File: src/rtl/alu_datapath_seq.sv
// A/B/ALUOut datapath stage with operand muxes, single-cycle ALU and iterative shift-add multiplier.
// Latency: single-cycle ops are combinational; a multiply is busy for WIDTH cycles, then Done pulses for one cycle.
// Backpressure: Start is ignored while busy; ALUOutWrite is ignored while busy and in the Done cycle.
module alu_datapath_seq #(
    parameter int WIDTH = 16
) (
    input  logic             Clock,
    input  logic             Reset,
    input  logic [WIDTH-1:0] PC,
    input  logic [WIDTH-1:0] A,
    input  logic [WIDTH-1:0] B,
    input  logic [WIDTH-1:0] C,
    input  logic [WIDTH-1:0] ExType,
    input  logic [WIDTH-1:0] Shifter,
    input  logic             AWrite,
    input  logic             BWrite,
    input  logic [2:0]       ALUAinput,
    input  logic [1:0]       ALUBinput,
    input  logic [3:0]       ALUOp,
    input  logic             Start,
    input  logic             ALUOutWrite,
    output logic [WIDTH-1:0] ALUOut,
    output logic [WIDTH-1:0] ALUOutReg,
    output logic [WIDTH-1:0] ProdHi,
    output logic             Zero,
    output logic             OverFlow,
    output logic             Busy,
    output logic             Done
);
    localparam int SH = $clog2(WIDTH);

    localparam logic [1:0] ST_IDLE = 2'd0;
    localparam logic [1:0] ST_RUN  = 2'd1;
    localparam logic [1:0] ST_DONE = 2'd2;

    logic [WIDTH-1:0]   a_reg_q, a_reg_d;
    logic [WIDTH-1:0]   b_reg_q, b_reg_d;
    logic [WIDTH-1:0]   alu_out_reg_q, alu_out_reg_d;
    logic [WIDTH-1:0]   prod_hi_q, prod_hi_d;
    logic [1:0]         state_q, state_d;
    logic [SH-1:0]      cnt_q, cnt_d;
    logic [WIDTH-1:0]   mcand_q, mcand_d;
    logic [2*WIDTH-1:0] prod_q, prod_d;

    logic [WIDTH-1:0]   src_a, src_b;
    logic [WIDTH-1:0]   alu_res;
    logic               alu_ovf;
    logic [WIDTH-1:0]   sum, diff;
    logic [SH-1:0]      shamt;
    logic [WIDTH-1:0]   step_add;
    logic [WIDTH:0]     step_sum;
    logic [2*WIDTH-1:0] prod_step;
    logic               mul_go;

    // Operand registers load whenever enabled; the multiplier keeps private copies.
    always_comb begin
        a_reg_d = AWrite ? A : a_reg_q;
        b_reg_d = BWrite ? B : b_reg_q;
    end

    // Operand source selection for both ALU inputs.
    always_comb begin
        src_a = a_reg_q;
        case (ALUAinput)
            3'd0:    src_a = a_reg_q;
            3'd1:    src_a = PC;
            3'd2:    src_a = C;
            3'd3:    src_a = Shifter;
            3'd4:    src_a = ExType;
            3'd5:    src_a = '0;
            3'd6:    src_a = '1;
            default: src_a = b_reg_q;
        endcase
        src_b = b_reg_q;
        case (ALUBinput)
            2'd0:    src_b = b_reg_q;
            2'd1:    src_b = ExType;
            2'd2:    src_b = WIDTH'(1);
            default: src_b = '0;
        endcase
    end

    // Single-cycle ALU; op 11 exposes the registered multiply result.
    always_comb begin
        sum     = src_a + src_b;
        diff    = src_a - src_b;
        shamt   = src_b[SH-1:0];
        alu_res = src_a;
        alu_ovf = 1'b0;
        case (ALUOp)
            4'd0: begin
                alu_res = sum;
                alu_ovf = (src_a[WIDTH-1] == src_b[WIDTH-1]) && (sum[WIDTH-1] != src_a[WIDTH-1]);
            end
            4'd1: begin
                alu_res = diff;
                alu_ovf = (src_a[WIDTH-1] != src_b[WIDTH-1]) && (diff[WIDTH-1] != src_a[WIDTH-1]);
            end
            4'd2:    alu_res = src_a & src_b;
            4'd3:    alu_res = src_a | src_b;
            4'd4:    alu_res = src_a ^ src_b;
            4'd5:    alu_res = ~(src_a | src_b);
            4'd6:    alu_res = {{(WIDTH-1){1'b0}}, ($signed(src_a) < $signed(src_b))};
            4'd7:    alu_res = {{(WIDTH-1){1'b0}}, (src_a < src_b)};
            4'd8:    alu_res = src_a << shamt;
            4'd9:    alu_res = src_a >> shamt;
            4'd10:   alu_res = $unsigned($signed(src_a) >>> shamt);
            4'd11:   alu_res = alu_out_reg_q;
            default: alu_res = src_a;
        endcase
    end

    // One shift-add step: conditionally add the multiplicand into the high half, then shift right.
    always_comb begin
        step_add  = prod_q[0] ? mcand_q : '0;
        step_sum  = {1'b0, prod_q[2*WIDTH-1:WIDTH]} + {1'b0, step_add};
        prod_step = {step_sum, prod_q[WIDTH-1:1]};
    end

    // Multiplier sequencing and ALUOutReg write arbitration (multiplier write wins).
    always_comb begin
        state_d       = state_q;
        cnt_d         = cnt_q;
        mcand_d       = mcand_q;
        prod_d        = prod_q;
        alu_out_reg_d = alu_out_reg_q;
        prod_hi_d     = prod_hi_q;
        mul_go        = Start && (ALUOp == 4'd11);
        case (state_q)
            ST_IDLE, ST_DONE: begin
                if (ALUOutWrite && (state_q == ST_IDLE)) begin
                    alu_out_reg_d = alu_res;
                end
                if (mul_go) begin
                    mcand_d = src_a;
                    prod_d  = {{WIDTH{1'b0}}, src_b};
                    cnt_d   = SH'(WIDTH - 1);
                    state_d = ST_RUN;
                end else begin
                    state_d = ST_IDLE;
                end
            end
            ST_RUN: begin
                prod_d = prod_step;
                if (cnt_q == '0) begin
                    alu_out_reg_d = prod_step[WIDTH-1:0];
                    prod_hi_d     = prod_step[2*WIDTH-1:WIDTH];
                    state_d       = ST_DONE;
                end else begin
                    cnt_d = cnt_q - SH'(1);
                end
            end
            default: state_d = ST_IDLE;
        endcase
    end

    // State registers; reset aborts any multiply in flight.
    always_ff @(posedge Clock or posedge Reset) begin
        if (Reset) begin
            a_reg_q       <= '0;
            b_reg_q       <= '0;
            alu_out_reg_q <= '0;
            prod_hi_q     <= '0;
            state_q       <= ST_IDLE;
            cnt_q         <= '0;
            mcand_q       <= '0;
            prod_q        <= '0;
        end else begin
            a_reg_q       <= a_reg_d;
            b_reg_q       <= b_reg_d;
            alu_out_reg_q <= alu_out_reg_d;
            prod_hi_q     <= prod_hi_d;
            state_q       <= state_d;
            cnt_q         <= cnt_d;
            mcand_q       <= mcand_d;
            prod_q        <= prod_d;
        end
    end

    assign ALUOut    = alu_res;
    assign ALUOutReg = alu_out_reg_q;
    assign ProdHi    = prod_hi_q;
    assign Zero      = (alu_res == '0);
    assign OverFlow  = alu_ovf;
    assign Busy      = (state_q == ST_RUN);
    assign Done      = (state_q == ST_DONE);

endmodule

File: config.mk
export PLATFORM = sky130hd
export DESIGN_NAME = alu_datapath_seq
export DESIGN_NICKNAME = d
export VERILOG_FILES = /design/src/rtl/alu_datapath_seq.sv
export SDC_FILE = /design/constraint.sdc
export NUM_CORES = 1
export LEC_CHECK = 0
export CAP_MARGIN = 20
export CORE_MARGIN = 2
export CORE_UTILIZATION = 50
export DETAILED_ROUTE_END_ITERATION = 16
export GPL_TIMING_DRIVEN = 0
export PLACE_DENSITY = 0.79
export SYNTH_ARGS = -nofsm -noshare
export SYNTH_HDL_FRONTEND = slang
export SYNTH_SLANG_ARGS = --single-unit
File: constraint.sdc
create_clock -name Clock -period 18.4 [get_ports Clock]
set_input_delay 3.68 -clock Clock [delete_from_list [all_inputs] [get_ports Clock]]
set_output_delay 3.68 -clock Clock [all_outputs]
set_load 0.005 [all_outputs]
==> results of run 1 <==
## cell usage after synthesis, types with 11 or more instances
master	count
nand2_1	124
dfrtp_1	118
nor2_1	118
a21oi_1	109
o21ai_0	106
ha_1	68
inv_1	61
clkbuf_1	57
mux2_2	42
mux2i_1	40
nand3_1	39
and2_1	28
nor3_1	25
nor2b_1	24
nand2b_1	23
a221o_1	19
o22ai_1	19
o211ai_1	18
a22oi_1	17
buf_2	17
a21boi_0	14
or3b_2	14
a21o_1	13
a32oi_1	13
a211oi_1	12
a31oi_1	12
o221ai_1	11
xnor2_1	11
## cell families after synthesis
family                   Yosys count  synth area share
multiplexers                      90            0.0936
AO/OA/AOI/OAI                    478             0.292
adder cells (fa/ha/maj)           71            0.0809
AND/OR/NAND/NOR                  446             0.194
buffers and inverters            162            0.0626
XOR/XNOR                          19            0.0148
flip-flops                       118             0.262
## cell type report
type / instances / area, sq um
fill: 1908 / 8130
multi-input combinational: 1104 / 7600
sequential: 118 / 2950
timing repair buffer: 159 / 1600
buffer: 99 / 468
clock buffer: 20 / 467
tap: 280 / 350
inverter: 63 / 241
clock inverter: 12 / 144
## sequential cells by signal, indices dropped and copies added, names as in the netlist
| register | cells |
|---|---|
| state_q | 2 |
| cnt_q | 4 |
| ProdHi | 16 |
| mcand_q | 16 |
| prod_q | 32 |
| b_reg_q | 16 |
| ALUOutReg | 16 |
| a_reg_q | 16 |
## worst max-delay path by stage
stage	end	cells after the start
after floorplan	Zero	21
after global placement	Zero	22
after detailed placement	Zero	19
after CTS	Zero	19
after global routing	Zero	19
final	Zero	19
## stage by stage
stage | utilization | hold slack, ns | std cells | worst slack (ns) | area, sq um
6_report | 0.630 | 0.468 | 1855 | 4.46 | 13800
5_1_grt | 0.630 | 0.485 | 1855 | 4.34 | 13800
4_1_cts | 0.630 | 0.464 | 1855 | 4.77 | 13800
3_5_place_dp | 0.602 | 0.451 | 1823 | 4.79 | 13200
3_3_place_gp | 0.600 | 0.445 | 1820 | 4.79 | 13200
2_1_floorplan | - | 0.430 | 1384 | 7.02 | 11300
## power by group through the flow
stage | Sequential (W) | Clock (W) | Combinational [W]
after global routing | 0.000423 | 0.000358 | 0.000696
after detailed placement | 0.000415 | 0 | 0.000622
final | 0.000416 | 0.000345 | 0.000648
after CTS | 0.000412 | 0.000343 | 0.000631
after floorplan | 0.000390 | 0 | 0.000380
after global placement | 0.000413 | 0 | 0.000611
## placed cells by master, fill, tap and decap left out, types with 13 or more instances in the layout
cell               n
and2_1            28
o211ai_1          18
mux2_2            42
buf_2             17
a21oi_1          109
nor2_1           118
inv_1             60
a21o_1            13
a21boi_0          14
clkdlybuf4s50_1  156
o21ai_0          106
nand2b_1          23
a221o_1           19
a32oi_1           13
o22ai_1           19
dfrtp_1          118
or3b_2            14
clkbuf_16         17
ha_1              68
nand2_1          124
nor2b_1           24
nand3_1           39
a22oi_1           17
clkbuf_1          57
mux2i_1           40
nor3_1            25
## critical path, stage by stage
cell             delay, ns
clkdlybuf4s50_1       0.49
inv_2                 0.26
clkbuf_1              0.46
a21boi_0              0.26
o22ai_2               0.70
inv_1                 0.22
ha_1                  0.34
clkbuf_1              0.21
a221oi_1              0.40
o22ai_1               0.20
o31a_1                0.33
a21oi_1               0.16
o221ai_1              0.12
a211oi_1              0.32
a32oi_1               0.37
or4_1                 0.63
nor4_1                0.35
and4bb_1              0.23
clkdlybuf4s50_1       0.50
## routing by layer
| metal | wire length, um | vias up | share of wire | GRT usage |
|---|---|---|---|---|
| met4 | 2200 | 0 | 0.047 | 0.167 |
| met1 | 19100 | 5995 | 0.41 | 0.539 |
| met2 | 19900 | 942 | 0.42 | 0.585 |
| li1 | - | 5492 | - | - |
| met3 | 5840 | 181 | 0.12 | 0.0989 |
| met5 | 0 | - | 0 | 0 |
==> results.cfg, run 1 <==
[routing]
drc = 0
drt_pass1_iterations = 6
via_per_inst = 6.80
final_antenna_net_count = 0
routed-via-count = 12600
routedWlPerCell_um = 25.3
routed_wl_mm = 47.0
drtIter0Drc = 1800

[worst_hold_path]
min_to = prod_q[8]$_DFFE_PP0P_
min_path_cells = 2
hold_path_class = register to register
hp-start = prod_q[8]$_DFFE_PP0P_

[cts]
holdBufCountCts = 0
ctsHtreeMaxLevel = 4
post_cts_buffers = 0
cts_resized = 0
cts_sinks = 118
cts_root_buf = clkbuf_16
cts_tree = built
clk_pin_slew_ns = 0.06
cts-root-to-sink-buffers = 2
numCtsBuffers = 17
clk-insertion-delay-late_ns = 0.42

[sta]
finalCritPeriodShare = 0.758
drv_slew = 0
min_period_ns = 13.94
hold_violations = 0
finalClockSkew_ns = 0.00816
maxSlewHeadroom = 0.323
setup-tns-final_ns = 0
max_slew.worst_pin.slew_ns = 0.990
rsz0062_at_grt = false
setup_violations = 0
clock.fmax_ghz = 0.0717

[logic_synthesis]
synthDominantCellAreaShare = 0.262
syn_area_sq_um = 11300
synth_area_leaders = dfrtp_1 26%, ha_1 7.6%, a21oi_1 4.8%, o21ai_0 4.7%, mux2_2 4.2%
synth_top_area_cell = dfrtp_1
synth-seq-cells = 118
synth_async_sr_flop_share = 1.00
synth_seq_area_share = 0.262
synth_warnings = 0
synth_cell_types = 85
synthesis.nets = 1566
synth-edff-count = 0
postSynthAreaPerCell_sq_um = 8.14
synth_cells = 1384
synth_flop_cell = dfrtp_1

[critical_path]
r2r_cells = 20
end_kind = output pin
critPathLaunch = ALUAinput[1]
r2r_setup_slack_ns = 12.90
cp_max_fo = 10
worstPathRequired_ns = 14.72
rr_startpoint = b_reg_q[0]$_DFFE_PP0P_
cp.arrival_ns = 10.26
r2r-end = ALUOutReg[14]$_DFFE_PP0P_
critPathKind = primary input to output pin
start_kind = primary input

[floorplan]
ios = 163
placementRows = 54
start_util = 0.513
die_area_sq_um = 23700
core_area_sq_um = 22000
die_w_um = 154
die_h_um = 154

[pwr]
total_power_w = 0.00141
switching_share = 0.413
p_clk_frac = 0.245
netSwitchingPower_w = 0.000582
p_comb_frac = 0.460
ir_drop_mv = 0.0661
power.density_nw_per_um2 = 102
seqPwrFrac = 0.295
p_leak_nw = 5.74
internal-power_w = 0.000828

[placement]
gp_congestion = 1.04
io_buffers = 156
dpl.hpwl_mm = 35.6

[cells_and_area]
drive_gt1_frac = 0.0997
area_growth_pct = 22.8
layout.nets = 1744
antenna_cells = 0

[global_route]
grt_use_total = 0.392
antenna_found_initial = 1
grt_max_degree = 102
grt_pass1_wl_mm = 71.1
grt_pass1_vias = 11800
overflow = 0

[run_status]
outcome = completed

[run]
max-cap-violations = 0
Power figures use the tool's default switching activity.
==> run 2: changes to the inputs <==
==> constraint.sdc (replaced) <==
create_clock -name Clock -period 13.4 [get_ports Clock]
set_input_delay 2.68 -clock Clock [delete_from_list [all_inputs] [get_ports Clock]]
set_output_delay 2.68 -clock Clock [all_outputs]
set_load 0.005 [all_outputs]
==> results of run 2 <==
Same layout as run 1 (identical final DEF). Status: completed.
Among the figures that moved: setup slack after placement 4.79 ns -> 1.79 ns; setup slack after layout 4.46 ns -> 1.46 ns; register-to-register setup slack 12.90 ns -> 7.90 ns; total power 0.00141 W -> 0.00194 W; worst IR drop on VDD 0.0661 mV -> 0.0907 mV
